<file path="src/rtl/rvb_shifter_issue.sv">
// rvb_shifter_issue: issue-side front end for the bit-manipulation shifter unit.
// Queues raw instruction words with operands and a destination tag, decodes the
// instruction bits the unit consumes from the queue head, drives the unit's din
// handshake, and captures the unit's result into a tagged result register.
//
// Ports:
//   clock, reset               - clock, asynchronous active-high reset
//   in_valid/in_ready          - instruction enqueue handshake
//   in_insn, in_rs1..3, in_tag - instruction word, operands, destination tag
//   u_din_valid/u_din_ready    - head presented to the unit
//   u_rs1..3, u_insnN          - unit operands and decoded instruction bits
//   u_dout_valid/u_dout_ready  - unit result handshake
//   u_dout_rd                  - unit result
//   res_valid/res_ready        - result register handshake
//   res_rd, res_tag            - held result and its tag
//   res_illegal                - held entry was rejected without reaching the unit
//
// Build option: define RVB_SHIFTER_ISSUE_ILLEGAL_EN to reject unsupported
// instructions at the head; otherwise every entry goes to the unit.

`timescale 1ns/1ps

module rvb_shifter_issue #(
  parameter int unsigned XLEN  = 64,
  parameter int unsigned DEPTH = 2,
  parameter int unsigned TAGW  = 5
) (
  input  logic            clock,
  input  logic            reset,
  input  logic            in_valid,
  output logic            in_ready,
  input  logic [31:0]     in_insn,
  input  logic [XLEN-1:0] in_rs1,
  input  logic [XLEN-1:0] in_rs2,
  input  logic [XLEN-1:0] in_rs3,
  input  logic [TAGW-1:0] in_tag,
  output logic            u_din_valid,
  input  logic            u_din_ready,
  output logic [XLEN-1:0] u_rs1,
  output logic [XLEN-1:0] u_rs2,
  output logic [XLEN-1:0] u_rs3,
  output logic            u_insn3,
  output logic            u_insn14,
  output logic            u_insn26,
  output logic            u_insn27,
  output logic            u_insn29,
  output logic            u_insn30,
  input  logic            u_dout_valid,
  output logic            u_dout_ready,
  input  logic [XLEN-1:0] u_dout_rd,
  output logic            res_valid,
  input  logic            res_ready,
  output logic [XLEN-1:0] res_rd,
  output logic [TAGW-1:0] res_tag,
  output logic            res_illegal
);

  localparam int unsigned PtrW = $clog2(DEPTH);
  localparam int unsigned CntW = PtrW + 1;

  // Queue storage; contents are don't-care while the slot is empty.
  logic [31:0]     insn_mem [DEPTH];
  logic [XLEN-1:0] rs1_mem  [DEPTH];
  logic [XLEN-1:0] rs2_mem  [DEPTH];
  logic [XLEN-1:0] rs3_mem  [DEPTH];
  logic [TAGW-1:0] tag_mem  [DEPTH];

  logic [PtrW-1:0] wr_ptr_q, wr_ptr_d;
  logic [PtrW-1:0] rd_ptr_q, rd_ptr_d;
  logic [CntW-1:0] count_q, count_d;

  logic            res_valid_q, res_valid_d;
  logic [XLEN-1:0] res_rd_q, res_rd_d;
  logic [TAGW-1:0] res_tag_q, res_tag_d;

  logic [31:0] head_insn;
  logic [6:0]  opcode;
  logic        is_reg, is_imm;
  logic        not_empty, head_illegal;
  logic        enq, retire;

  assign head_insn = insn_mem[rd_ptr_q];
  assign opcode    = head_insn[6:0];
  assign is_reg    = (opcode == 7'b0110011) || (opcode == 7'b0111011);
  assign is_imm    = (opcode == 7'b0010011) || (opcode == 7'b0011011);
  assign not_empty = (count_q != '0);

`ifdef RVB_SHIFTER_ISSUE_ILLEGAL_EN
  localparam bit Xlen32 = (XLEN == 32);
  assign head_illegal = !(is_reg || is_imm)
                     || !((head_insn[14:12] == 3'b001) || (head_insn[14:12] == 3'b101))
                     || (Xlen32 && head_insn[3]);
`else
  assign head_illegal = 1'b0;
`endif

  // Instruction bits the unit never looks at.
  logic unused_insn_bits;
  assign unused_insn_bits = ^{head_insn[31], head_insn[28], head_insn[19:7], is_reg};

  // Head decode and unit interface.
  assign u_rs1    = rs1_mem[rd_ptr_q];
  assign u_rs3    = rs3_mem[rd_ptr_q];
  assign u_rs2    = is_imm ? {{(XLEN-6){1'b0}}, head_insn[25:20]} : rs2_mem[rd_ptr_q];
  assign u_insn3  = head_insn[3];
  assign u_insn14 = head_insn[14];
  assign u_insn26 = head_insn[26];
  assign u_insn27 = head_insn[27];
  assign u_insn29 = head_insn[29];
  assign u_insn30 = head_insn[30];

  assign u_din_valid  = not_empty && !head_illegal;
  // Independent of u_din_ready so a pass-through unit cannot close a loop.
  assign u_dout_ready = !res_valid_q || res_ready;

  // No enqueue while full, even if the head retires this cycle.
  assign in_ready = (count_q < CntW'(DEPTH));
  assign enq      = in_valid && in_ready;
  // An illegal head never reaches the unit, so it retires without u_dout_valid.
  assign retire   = not_empty && u_dout_ready && (head_illegal || u_dout_valid);

  always_comb begin
    wr_ptr_d = wr_ptr_q;
    rd_ptr_d = rd_ptr_q;
    count_d  = count_q;
    if (enq) wr_ptr_d = wr_ptr_q + PtrW'(1);
    if (retire) rd_ptr_d = rd_ptr_q + PtrW'(1);
    if (enq && !retire) count_d = count_q + CntW'(1);
    else if (!enq && retire) count_d = count_q - CntW'(1);
  end

  always_comb begin
    res_valid_d = res_valid_q;
    res_rd_d    = res_rd_q;
    res_tag_d   = res_tag_q;
    if (retire) begin
      res_valid_d = 1'b1;
      res_rd_d    = head_illegal ? '0 : u_dout_rd;
      res_tag_d   = tag_mem[rd_ptr_q];
    end else if (res_valid_q && res_ready) begin
      res_valid_d = 1'b0;
    end
  end

  always_ff @(posedge clock or posedge reset) begin
    if (reset) begin
      wr_ptr_q    <= '0;
      rd_ptr_q    <= '0;
      count_q     <= '0;
      res_valid_q <= 1'b0;
      res_rd_q    <= '0;
      res_tag_q   <= '0;
    end else begin
      wr_ptr_q    <= wr_ptr_d;
      rd_ptr_q    <= rd_ptr_d;
      count_q     <= count_d;
      res_valid_q <= res_valid_d;
      res_rd_q    <= res_rd_d;
      res_tag_q   <= res_tag_d;
    end
  end

  always_ff @(posedge clock) begin
    if (enq) begin
      insn_mem[wr_ptr_q] <= in_insn;
      rs1_mem[wr_ptr_q]  <= in_rs1;
      rs2_mem[wr_ptr_q]  <= in_rs2;
      rs3_mem[wr_ptr_q]  <= in_rs3;
      tag_mem[wr_ptr_q]  <= in_tag;
    end
  end

`ifdef RVB_SHIFTER_ISSUE_ILLEGAL_EN
  logic res_illegal_q, res_illegal_d;

  always_comb begin
    res_illegal_d = res_illegal_q;
    if (retire) res_illegal_d = head_illegal;
  end

  always_ff @(posedge clock or posedge reset) begin
    if (reset) res_illegal_q <= 1'b0;
    else       res_illegal_q <= res_illegal_d;
  end

  assign res_illegal = res_illegal_q;
`else
  assign res_illegal = 1'b0;
`endif

  assign res_valid = res_valid_q;
  assign res_rd    = res_rd_q;
  assign res_tag   = res_tag_q;

endmodule
</file>
<file path="config.mk">
export PLATFORM = sky130hd
export DESIGN_NAME = rvb_shifter_issue
export DESIGN_NICKNAME = d
export VERILOG_FILES = /design/src/rtl/rvb_shifter_issue.sv
export SDC_FILE = /design/constraint.sdc
export NUM_CORES = 1
export LEC_CHECK = 0
export CORE_AREA = 2 2 219 221
export CTS_CLUSTER_DIAMETER = 50
export DETAILED_ROUTE_END_ITERATION = 16
export DIE_AREA = 0 0 221 223
export PLACE_DENSITY_LB_ADDON = 0.08
export SKIP_LAST_GASP = 1
export SLEW_MARGIN = 20
export SYNTH_ARGS = -nofsm -noshare
export SYNTH_HDL_FRONTEND = slang
export SYNTH_SLANG_ARGS = --single-unit
</file>
<file path="constraint.sdc">
create_clock -name clock -period 12.9 [get_ports clock]
set_input_delay 1.935 -clock clock [delete_from_list [all_inputs] [get_ports clock]]
set_output_delay 1.935 -clock clock [all_outputs]
set_load 0.02 [all_outputs]
</file>
==> out/metrics.sh, run 1 <==
SYNTHDISTINCTLIBCELLS=27
AVGROUTEDWIREPERCELL_UM=21.8
FINAL.MIN_CLOCK_PERIOD_NS=6.27
DOMINANT_COMBINATIONAL_CELL_FAMILY_BY_AREA_AFTER_SYNTHESIS='multiplexers'
POSTCTSHOLDBUFS=0
SYNTH.AREA.MUX_SHARE=0.169
MOST-COMMON-LAYOUT-CELLS='554 x sky130_fd_sc_hd__clkdlybuf4s50_1, 430 x sky130_fd_sc_hd__edfxtp_1, 168 x sky130_fd_sc_hd__mux2_2'
WORST_SETUP_PATH_END_KIND='primary output'
SHARE_COMB_OF_TOTAL_POWER=0.374
POST_LAYOUT_NONFILLER_INSTANCES=2164
SYNTH_COMPOUND_GATE_AREA_SHARE=0.00269
REGTOREGENDPOINT='rs2_mem[0][63]'
PLACEMENT.IO_BUFFERS=554
STARTPOINT_TYPE='flop'
YOSYSSEQAREASHARE=0.793
LAYOUT-DRIVE-GT1-SHARE=0.189
SYNTHXORXNORAREAFRAC=0.00235
CRIT_START='rd_ptr_q'
P_INT_mW=4.13
WORST_HOLD_STARTPOINT='res_rd[5]'
LAYOUT.CORE_UTILIZATION=0.563
GLOBALROUTE.TOTALOVERFLOW=0
DESIGN_AREA_UM2=26500
ANTENNA_FOUND_INITIAL=16
MET1WIRELENGTH_UM=17700
CRITPATHREQUIREDTIME_NS=10.97
DIE_HEIGHT_UM=223
CLK_TRANSITION_REPORTED_PATHS_NS=0.06
DRT_FIRST_PASS_ITERS=4
CLOCK_LATENCY_NS=0.60
NUMPLACEDINSTANCES=2056
WL_UM=47200
GP_CONGESTION=0.741
FIN_SETUP_TNS_NS=0
PIN_SLEW_WITH_THE_LEAST_HEADROOM_TO_ITS_LIMIT_NS=1.07
UNREPAIRED_SETUP_ENDPOINTS_AFTER_GLOBAL_ROUTING='false'
DP_WORST_SETUP_SLACK_NS=7.06
HOLD_VIOL=0
AREA_OCCUPIED_BY_MULTI_INPUT_GATES_UM2=3600
CTS.HTREE.LEVELS=2
MAX_SLEW_MARGIN=0.285
MAX_CAP_VIOL_COUNT=0
BUFFER_CELL_DRIVING_THE_CLOCK_TREE_ROOT='sky130_fd_sc_hd__clkbuf_16'
SYNTHADDERAREAFRAC=0.000672
FLOORPLAN.ROWS=80
MAPPEDNETLISTNETS=1215
SW_FRAC_OF_TOTAL=0.317
PWR-SHARE-SEQ=0.384
POST_CTS_RESIZE_COUNT=0
LAYOUT.AREA.SEQ_UM2=14800
PIN_COUNT_OF_THE_BIGGEST_NET_ENTERING_GLOBAL_ROUTING=75
HPWL_UM=31800
WORST-ENDPOINT-ARRIVAL_NS=4.33
FINAL-SETUP-VIOL-COUNT=0
TIMING.SETUP.CRITICAL_PATH_CLASS='flop to primary output'
PERIOD_SHARE=0.486
RR_STARTPOINT='count_q[1]'
FINCLKSKEW_NS=0.0190
DIE_X_UM=221
CLOCK_PATH_BUFFERS=3
GRT_USE_TOTAL=0.188
MAXSLEWVIOLCOUNT=0
WORST_SLACK_NS=6.63
RESULT_OF_THE_RUN='completed'
HOLD_PATH_DEPTH=1
VIA_COUNT_OF_THE_FIRST_GLOBAL_ROUTING_PASS=10719
HIGHEST-SIGNAL-LAYER='met5'
WHS_ENDPOINT='res_rd[5]'
NNETSFINAL=1800
COMMONEST_NON_FILL_NON_TAP_CELL_IN_THE_LAYOUT='sky130_fd_sc_hd__clkdlybuf4s50_1'
PLACEABLECOREAREA_UM2=47100
SYNTHESIS.AREA_PER_INSTANCE_UM2=20.4
ROUTE.VIAS.TOTAL=10205
WORSTREGTOREGCELLS=4
CLKSINKCOUNT=504
SYNTH-SIMPLE-AREA-SHARE=0.0171
IOS=571
FILL_CELLS=3783
CRIT_PATH_MAX_FANOUT=59
CTS_INSERTED_BUFFERS=56
GRT_PASS1_WL_UM=69100
NET-SWITCHING-POWER_mW=1.92
DIEAREA_UM2=49300
TRITONCTS='built'
PLACEDINSTANCEAREA_UM2=24800
DRC=0
SYNTH_SEQ_CELLS=504
ROUTED_VIA_DENSITY=4.72
REMAINING_ANTENNA_VIOLATION_COUNT=0
WORSTHOLDPATHTYPE='flop to flop'
PWR-SHARE-CLK=0.242
YOSYSWARNINGCOUNT=0
MAX_FREQ_GHz=0.159
FLOORPLAN.INITIALDENSITY=0.395
NETLIST_AREA_UM2=18600
DETAILROUTE.WIRELENGTH.MET3_UM=4640
LEAKAGEPOWER_nW=9.46
FLOP_TO_FLOP_SETUP_SLACK_NS=9.57
POSTCTS_SETUP_BUFS=0
MAXIMUM_IR_DROP_ON_THE_VDD_RAIL_mV=0.121
DRTITER0DRC=421
POWERDENSITY_nW_PER_UM2=228
WL_MET2_UM=23500
SYN-INSTANCE-COUNT=915
LAYOUT-AREA-OVERHEAD-VS-SYNTH_PCT=42.4
## power groups by stage
stage	clock (mW)	sequential (mW)	combinational, mW
floorplan	0	2.52	1.13
global placement	0	2.35	2.29
detailed placement	0	2.36	2.29
global route	1.57	2.37	2.39
CTS	1.51	2.33	2.31
finish	1.46	2.32	2.26
## cells in the mapped netlist
cell,number,area share
sky130_fd_sc_hd__a21oi_1,5,0.0013
sky130_fd_sc_hd__and2_1,1,0.00034
sky130_fd_sc_hd__buf_2,24,0.0064
sky130_fd_sc_hd__buf_4,10,0.0040
sky130_fd_sc_hd__buf_6,5,0.0030
sky130_fd_sc_hd__buf_8,1,0.00081
sky130_fd_sc_hd__conb_1,1,0.00020
sky130_fd_sc_hd__dfrtp_1,74,0.099
sky130_fd_sc_hd__edfxtp_1,430,0.69
sky130_fd_sc_hd__ha_1,1,0.00067
sky130_fd_sc_hd__inv_1,4,0.00081
sky130_fd_sc_hd__mux2_2,168,0.10
sky130_fd_sc_hd__mux2_4,30,0.024
sky130_fd_sc_hd__mux2i_1,81,0.044
sky130_fd_sc_hd__nand2_1,1,0.00020
sky130_fd_sc_hd__nand2b_1,1,0.00034
sky130_fd_sc_hd__nand4b_1,1,0.00047
sky130_fd_sc_hd__nand4bb_1,1,0.00060
sky130_fd_sc_hd__nor2_1,64,0.013
sky130_fd_sc_hd__nor2b_1,2,0.00067
sky130_fd_sc_hd__nor2b_4,1,0.00074
sky130_fd_sc_hd__nor4bb_1,1,0.00054
sky130_fd_sc_hd__o21ai_2,1,0.00047
sky130_fd_sc_hd__o41ai_2,1,0.00087
sky130_fd_sc_hd__or2_2,1,0.00034
sky130_fd_sc_hd__xnor2_1,2,0.00094
sky130_fd_sc_hd__xor2_1,3,0.0014
## metal layers
layer | global-route usage | up-vias
met5 | 0 | -
met4 | 0.0710 | 12
met3 | 0.0857 | 80
met2 | 0.310 | 378
met1 | 0.214 | 5029
li1 | - | 4706
## per-stage QoR
| step | power (mW) | hold slack, ns |
|---|---|---|
| floorplan | 3.65 | 0.455 |
| global placement | 4.64 | 0.488 |
| detailed placement | 4.66 | 0.491 |
| CTS | 6.15 | 0.508 |
| global route | 6.33 | 0.512 |
| finish | 6.05 | 0.502 |
## registers in the layout (all words and copies together) (netlist names)
name	count
count_q	2
rs3_mem	128
rs2_mem	128
insn_mem	36
res_valid	1
rd_ptr_q	1
res_rd	64
tag_mem	10
wr_ptr_q	1
res_tag	5
rs1_mem	128
## worst max path at each step
stage	slack (ns)	endpoint
floorplan	0.46	insn_mem[0][0]
global placement	7.07	u_rs2[3]
detailed placement	7.06	u_rs2[3]
CTS	6.41	u_rs2[3]
global route	6.29	u_rs2[2]
finish	6.63	u_rs1[41]
## kinds of logic after synthesis
logic type	after synthesis
compound gates	7
mux	279
other cells	1
buf+inv	44
simple gates	74
fa+ha+maj	1
flops	504
xor+xnor	5
## worst max-delay path, cell delays in order (launching register included)
cell	delay, ns
sky130_fd_sc_hd__dfrtp_4	1.02
sky130_fd_sc_hd__buf_4	0.81
sky130_fd_sc_hd__buf_4	0.83
sky130_fd_sc_hd__mux2_2	0.41
sky130_fd_sc_hd__clkdlybuf4s50_1	0.56
## final cells by class
cell class / instances / share of cell area
sequential: 504 / 0.557
timing repair buffer: 567 / 0.213
multi-input combinational: 367 / 0.136
clock buffer: 71 / 0.0577
tap: 615 / 0.0290
clock inverter: 25 / 0.00589
antenna: 11 / 0.00104
inverter: 4 / 0.000566
Note: power is estimated with default switching activity, not from simulation.
==> run 2: changes to the inputs <==
- clock period: 12.9 -> 6.54 ns (I/O delays scaled with it)
==> out/metrics.sh, run 2 (same netlist as run 1, synthesis figures left out) <==
CRIT_PATH_CELL_TRACE='buf_16 -> o41ai_4 -> buf_4 -> mux2i_1 -> clkdlybuf4s50_1'  # was buf_4 -> buf_4 -> mux2_2 -> clkdlybuf4s50_1
FINAL-SETUP-VIOL-COUNT=0  # unchanged
NNETSFINAL=1797  # was 1800
DRTITER0DRC=560  # was 421
CRITPATHREQUIREDTIME_NS=5.56  # was 10.97 ns
REGTOREGENDPOINT='rs2_mem[1][31]'  # was rs2_mem[0][63]
DETAILROUTE.WIRELENGTH.MET3_UM=4990  # was 4640 µm
COMMONEST_NON_FILL_NON_TAP_CELL_IN_THE_LAYOUT='sky130_fd_sc_hd__clkdlybuf4s50_1'  # unchanged
RESULT_OF_THE_RUN='completed'  # unchanged
WORST_PATH_DOMINANT_CELL_FAMILY='buffers and inverters'  # unchanged
DRC=0  # unchanged
FIN_WORST_HOLD_SLACK_NS=0.504  # was 0.502 ns
CLK_TRANSITION_REPORTED_PATHS_NS=0.05  # was 0.06 ns
CLOCK_LATENCY_NS=0.60  # about the same
REMAINING_ANTENNA_VIOLATION_COUNT=0  # unchanged
MAX_CAP_VIOL_COUNT=0  # unchanged
DP_WORST_SETUP_SLACK_NS=2.36  # was 7.06 ns
AVGROUTEDWIREPERCELL_UM=21.2  # was 21.8 µm
WL_UM=45900  # was 47200 µm
MAX_SLEW_MARGIN=0.297  # was 0.285
FINAL.MIN_CLOCK_PERIOD_NS=4.45
WORST_HOLD_STARTPOINT='res_rd[61]'  # was res_rd[5]
NUMPLACEDINSTANCES=2054  # was 2056
CLKSINKCOUNT=504  # unchanged
CRIT_PATH_TOP_DELAY_CELL='sky130_fd_sc_hd__clkdlybuf4s50_1'  # was sky130_fd_sc_hd__dfrtp_4
PIN_SLEW_WITH_THE_LEAST_HEADROOM_TO_ITS_LIMIT_NS=1.05  # was 1.07 ns
POSTCTS_SETUP_BUFS=0  # unchanged
ROUTED_VIA_DENSITY=4.70  # was 4.72
MET1WIRELENGTH_UM=17000  # was 17700 µm
GRT_USE_TOTAL=0.182  # was 0.188
WORST_SLACK_NS=2.09  # was 6.63 ns
HOLD_VIOL=0  # unchanged
DIE_HEIGHT_UM=223  # unchanged
POWERDENSITY_nW_PER_UM2=451  # was 228 nW/µm²
POST_CTS_RESIZE_COUNT=0  # unchanged
MOST-COMMON-LAYOUT-CELLS='554 x sky130_fd_sc_hd__clkdlybuf4s50_1, 430 x sky130_fd_sc_hd__edfxtp_1, 168 x sky130_fd_sc_hd__mux2_2'  # unchanged
ROUTE.VIAS.TOTAL=10159  # was 10205
TRITONCTS='built'  # unchanged
WORST_SETUP_PATH_END_KIND='primary output'  # unchanged
PIN_COUNT_OF_THE_BIGGEST_NET_ENTERING_GLOBAL_ROUTING=150  # was 75
CRITPATHBUFINV=3  # unchanged
VIA_COUNT_OF_THE_FIRST_GLOBAL_ROUTING_PASS=10571  # was 10719
TIMING.SETUP.CRITICAL_PATH_CLASS='flop to primary output'  # unchanged
GRT_PASS1_WL_UM=67200  # was 69100 µm
DIEAREA_UM2=49300  # unchanged
STARTPOINT_TYPE='flop'  # unchanged
WORST_PATH_LARGEST_CELL_DELAY_NS=0.71  # was 1.02 ns
WORST-ENDPOINT-ARRIVAL_NS=3.47  # was 4.33 ns
FIN_SETUP_TNS_NS=0  # unchanged
PLACEDINSTANCEAREA_UM2=24800  # about the same
FLOORPLAN.ROWS=80  # unchanged
MAXSLEWVIOLCOUNT=0  # unchanged
RR_STARTPOINT='count_q[1]'  # unchanged
CTS.HTREE.LEVELS=2  # unchanged
IOS=571  # unchanged
WORSTHOLDPATHTYPE='flop to flop'  # unchanged
DESIGN_AREA_UM2=26600  # was 26500 µm²
CRIT_PATH_MAX_FANOUT=47  # was 59
CLOCK_PATH_BUFFERS=3  # unchanged
ANTENNA_FOUND_INITIAL=18  # was 16
UNREPAIRED_SETUP_ENDPOINTS_AFTER_GLOBAL_ROUTING='false'  # unchanged
FLOP_TO_FLOP_SETUP_SLACK_NS=3.93  # was 9.57 ns
PLACEABLECOREAREA_UM2=47100  # unchanged
GLOBALROUTE.TOTALOVERFLOW=0  # unchanged
LEAKAGEPOWER_nW=9.48  # was 9.46 nW
CRITICAL_PATH_DEPTH=5  # was 4
LAYOUT-DRIVE-GT1-SHARE=0.191  # was 0.189
FIN_TOTAL_PWR_mW=12.0  # was 6.05 mW
PERIOD_SHARE=0.680
FILL_CELLS=3789  # was 3783
LARGESTREGISTERS='rs1_mem x128, rs2_mem x128, rs3_mem x128'  # unchanged
HIGHEST-SIGNAL-LAYER='met5'  # unchanged
WHS_ENDPOINT='res_rd[61]'  # was res_rd[5]
POST_LAYOUT_NONFILLER_INSTANCES=2162  # was 2164
DIE_X_UM=221  # unchanged
PLACEMENT.IO_BUFFERS=554  # unchanged
FINCLKSKEW_NS=0.0292  # was 0.0190 ns
WL_MET2_UM=22400  # was 23500 µm
LAYOUT-AREA-OVERHEAD-VS-SYNTH_PCT=42.7  # was 42.4%
MAX_FREQ_GHz=0.225
HPWL_UM=30700  # was 31800 µm
LAYOUT.CORE_UTILIZATION=0.564  # was 0.563
DRT_FIRST_PASS_ITERS=6  # was 4
WORSTREGTOREGCELLS=3  # was 4
CTS_INSERTED_BUFFERS=55  # was 56
GP_CONGESTION=0.744  # was 0.741
MAXIMUM_IR_DROP_ON_THE_VDD_RAIL_mV=0.368  # was 0.121 mV
BUFFER_CELL_DRIVING_THE_CLOCK_TREE_ROOT='sky130_fd_sc_hd__clkbuf_16'  # unchanged
POSTCTSHOLDBUFS=0  # unchanged
HOLD_PATH_DEPTH=1  # unchanged
FLOORPLAN.INITIALDENSITY=0.395  # unchanged
==> run 2: changes by cell type in the layout (fill, tap and decap cells not counted), sizes merged <==
cell    previous run  this run
diode             11         8
bufinv             1         4
buf               13        11
==> run 2: worst max-delay path by stage <==
stage	startpoint	endpoint
global placement	rd_ptr_q	u_rs2[5]
detailed placement	rd_ptr_q	u_rs2[5]
finish	rd_ptr_q	u_rs2[4]
CTS	rd_ptr_q	u_rs2[4]
floorplan	in_valid	insn_mem[0][0]
global route	rd_ptr_q	u_rs2[5]
==> run 2: power by group <==
part           total, mW  internal (mW)  switching [mW]  leakage (nW)
Combinational       4.51           2.20            2.31          3.83
Sequential          4.54           4.30           0.246          4.81
Clock               2.93           1.74            1.19         0.841
Total               12.0           8.23            3.75          9.48
==> run 2: metal layers <==
layer | track usage | vias up
li1 | - | 4680
met1 | 0.201 | 4994
met2 | 0.299 | 371
met3 | 0.0972 | 94
met4 | 0.0634 | 20
met5 | 0 | -
==> run 2: final cells by class <==
cell class	count	area [µm²]	share of cell area
Sequential cell	504	14800	0.556
Timing Repair Buffer	565	5690	0.214
Multi-Input combinational cell	367	3600	0.136
Clock buffer	71	1480	0.0556
Tap cell	615	769	0.0290
Clock inverter	28	236	0.00890
Antenna cell	8	20.0	0.000753
Inverter	4	15.0	0.000565
==> run 3: changes to the inputs <==
- clock period: 6.54 -> 4.3 ns (I/O delays scaled with it)
==> out/metrics.sh, run 3 (same netlist as run 1, synthesis figures left out) <==
GP_CONGESTION=0.739  # was 0.744
TIMING.SETUP.CRITICAL_PATH_CLASS='flop to primary output'  # unchanged
LARGESTREGISTERS='rs1_mem x128, rs2_mem x128, rs3_mem x128'  # unchanged
MAXIMUM_IR_DROP_ON_THE_VDD_RAIL_mV=0.381  # was 0.368 mV
FIN_SETUP_TNS_NS=0  # unchanged
POWERDENSITY_nW_PER_UM2=691  # was 451 nW/µm²
DIE_X_UM=221  # unchanged
WORST_PATH_DOMINANT_CELL_FAMILY='buffers and inverters'  # unchanged
POST_LAYOUT_NONFILLER_INSTANCES=2167  # was 2162
CTS_INSERTED_BUFFERS=55  # unchanged
GRT_PASS1_WL_UM=67600  # was 67200 µm
CRIT_PATH_TOP_DELAY_CELL='sky130_fd_sc_hd__clkdlybuf4s50_1'  # unchanged
VIA_COUNT_OF_THE_FIRST_GLOBAL_ROUTING_PASS=10694  # was 10571
WORST_SETUP_PATH_END_KIND='primary output'  # unchanged
CRITPATHREQUIREDTIME_NS=3.65  # was 5.56 ns
PWR-SHARE-CLK=0.252  # was 0.245
LAYOUT-DRIVE-GT1-SHARE=0.198  # was 0.191
CRIT_PATH_CELL_TRACE='nor4bb_1 -> nand4b_1 -> o41ai_4 -> buf_4 -> mux2i_1 -> clkdlybuf4s50_1'  # was buf_16 -> o41ai_4 -> buf_4 -> mux2i_1 -> clkdlybuf4s50_1
DIEAREA_UM2=49300  # unchanged
CLKSINKCOUNT=504  # unchanged
IOS=571  # unchanged
MAX_CAP_VIOL_COUNT=0  # unchanged
DRTITER0DRC=563  # was 560
P_INT_mW=12.7  # was 8.23 mW
GLOBALROUTE.TOTALOVERFLOW=0  # unchanged
LAYOUT.CORE_UTILIZATION=0.568  # was 0.564
REMAINING_ANTENNA_VIOLATION_COUNT=0  # unchanged
CRIT_PATH_MAX_FANOUT=54  # was 47
AVGROUTEDWIREPERCELL_UM=21.5  # was 21.2 µm
NUMPLACEDINSTANCES=2060  # was 2054
WORST-ENDPOINT-ARRIVAL_NS=3.07  # was 3.47 ns
POSTCTSHOLDBUFS=0  # unchanged
PIN_COUNT_OF_THE_BIGGEST_NET_ENTERING_GLOBAL_ROUTING=126  # was 150
PLACEABLECOREAREA_UM2=47100  # unchanged
ROUTED_VIA_DENSITY=4.70  # about the same
NNETSFINAL=1802  # was 1797
DIE_HEIGHT_UM=223  # unchanged
MAX_FREQ_GHz=0.269
CLK_TRANSITION_REPORTED_PATHS_NS=0.06  # was 0.05 ns
GRT_USE_TOTAL=0.184  # was 0.182
FINAL-SETUP-VIOL-COUNT=0  # unchanged
PWR-SHARE-SEQ=0.371  # was 0.379
DRT_FIRST_PASS_ITERS=4  # was 6
PIN_SLEW_WITH_THE_LEAST_HEADROOM_TO_ITS_LIMIT_NS=0.851  # was 1.05 ns
COMMONEST_NON_FILL_NON_TAP_CELL_IN_THE_LAYOUT='sky130_fd_sc_hd__clkdlybuf4s50_1'  # unchanged
PLACEMENT.IO_BUFFERS=554  # unchanged
MOST-COMMON-LAYOUT-CELLS='554 x sky130_fd_sc_hd__clkdlybuf4s50_1, 430 x sky130_fd_sc_hd__edfxtp_1, 168 x sky130_fd_sc_hd__mux2_2'  # unchanged
FINCLKSKEW_NS=0.00930  # was 0.0292 ns
FLOORPLAN.ROWS=80  # unchanged
FLOORPLAN.INITIALDENSITY=0.395  # unchanged
SW_FRAC_OF_TOTAL=0.313  # about the same
NET-SWITCHING-POWER_mW=5.79  # was 3.75 mW
TRITONCTS='built'  # unchanged
WORST_PATH_LARGEST_CELL_DELAY_NS=0.69  # was 0.71 ns
FINAL.MIN_CLOCK_PERIOD_NS=3.72
CRITPATHBUFINV=2  # was 3
RESULT_OF_THE_RUN='completed'  # unchanged
CLOCK_PATH_BUFFERS=3  # unchanged
SHARE_COMB_OF_TOTAL_POWER=0.377  # was 0.376
DRC=0  # unchanged
UNREPAIRED_SETUP_ENDPOINTS_AFTER_GLOBAL_ROUTING='false'  # unchanged
HPWL_UM=31700  # was 30700 µm
WL_UM=46600  # was 45900 µm
LAYOUT-AREA-OVERHEAD-VS-SYNTH_PCT=43.7  # was 42.7%
ANTENNA_FOUND_INITIAL=10  # was 18
PERIOD_SHARE=0.864
WORSTHOLDPATHTYPE='input port to async pin'  # was flop to flop
MAX_SLEW_MARGIN=0.433  # was 0.297
ROUTE.VIAS.TOTAL=10187  # was 10159
CLOCK_LATENCY_NS=0.59  # was 0.60 ns
POSTCTS_SETUP_BUFS=0  # unchanged
MAXSLEWVIOLCOUNT=0  # unchanged
BUFFER_CELL_DRIVING_THE_CLOCK_TREE_ROOT='sky130_fd_sc_hd__clkbuf_16'  # unchanged
CTS.HTREE.LEVELS=2  # unchanged
STARTPOINT_TYPE='flop'  # unchanged
HOLD_VIOL=0  # unchanged
LEAKAGEPOWER_nW=9.57  # was 9.48 nW
POST_CTS_RESIZE_COUNT=0  # unchanged
run 3: cell count changes in the layout (fill, tap and decap cells not counted):
| cell | change |
|---|---|
| sky130_fd_sc_hd__clkinvlp_4 | -1 |
| sky130_fd_sc_hd__buf_4 | -1 |
| sky130_fd_sc_hd__clkbuf_1 | -3 |
| sky130_fd_sc_hd__buf_16 | -1 |
| sky130_fd_sc_hd__clkbuf_16 | +1 |
| sky130_fd_sc_hd__clkinv_1 | -2 |
| sky130_fd_sc_hd__clkinv_4 | +1 |
| sky130_fd_sc_hd__nor2b_4 | +1 |
| sky130_fd_sc_hd__buf_12 | +7 |
| sky130_fd_sc_hd__clkbuf_8 | +3 |
| sky130_fd_sc_hd__inv_4 | +1 |
| sky130_fd_sc_hd__bufinv_16 | +1 |
| sky130_fd_sc_hd__clkinv_2 | -1 |
| sky130_fd_sc_hd__nor2b_1 | -1 |
run 3: cell type report:
cell class                      instances  area, µm²
Clock inverter                         27        262
Multi-Input combinational cell        367       3610
Fill cell                            3789      20400
Clock buffer                           72       1530
Inverter                                4       15.0
Sequential cell                       504      14800
Tap cell                              615        769
Antenna cell                            8       20.0
Timing Repair Buffer                  570       5790
run 3: layer usage:
metal | vias to the layer above | part of all wire | GRT usage
li1 | 4702 | - | -
met1 | 5038 | 0.37 | 0.204
met2 | 355 | 0.50 | 0.312
met3 | 82 | 0.098 | 0.0876
met4 | 10 | 0.024 | 0.0580
met5 | - | 0.0015 | 0
run 3: worst register-to-register path: stages (launching register included):
cell and delay, ns:
sky130_fd_sc_hd__dfrtp_1 0.37, sky130_fd_sc_hd__nand2b_1 0.12, sky130_fd_sc_hd__nor2b_4 0.69, sky130_fd_sc_hd__buf_4 0.44, sky130_fd_sc_hd__mux2_2 0.38
run 3: power by group through the flow:
stage                     combinational, mW  sequential [mW]  clock (mW)
after floorplan                        3.40             7.40           0
after global placement                 7.06             6.92           0
after detailed placement               7.05             6.97           0
after CTS                              7.09             6.87        4.79
after global routing                   7.34             6.98        4.96
final                                  6.97             6.86        4.66
run 3: worst paths after layout:
check	from	end	slack (ns)	cells past startpoint
min in group clock	res_rd[53]	res_rd[53]	0.51	1
hold / removal	reset	res_rd[40]	0.39	2
setup reg to reg	res_valid	res_rd[21]	2.20	4
max in group asynchronous	reset	wr_ptr_q	3.11	3
setup / recovery	insn_mem[1][5]	u_rs2[2]	0.58	6
hold reg to reg	res_rd[53]	res_rd[53]	0.51	1
run 3: stage by stage:
step                total power, mW  hold slack (ns)  area [µm²]  setup WS (ns)
finish                         18.5            0.391       26800          0.585
global route                   19.3            0.394       26800          0.355
CTS                            18.7            0.366       26700          0.462
detailed placement             14.0            0.494       25000           1.13
global placement               14.0            0.489       25000           1.13
floorplan                      10.8            0.508       18600         -0.193
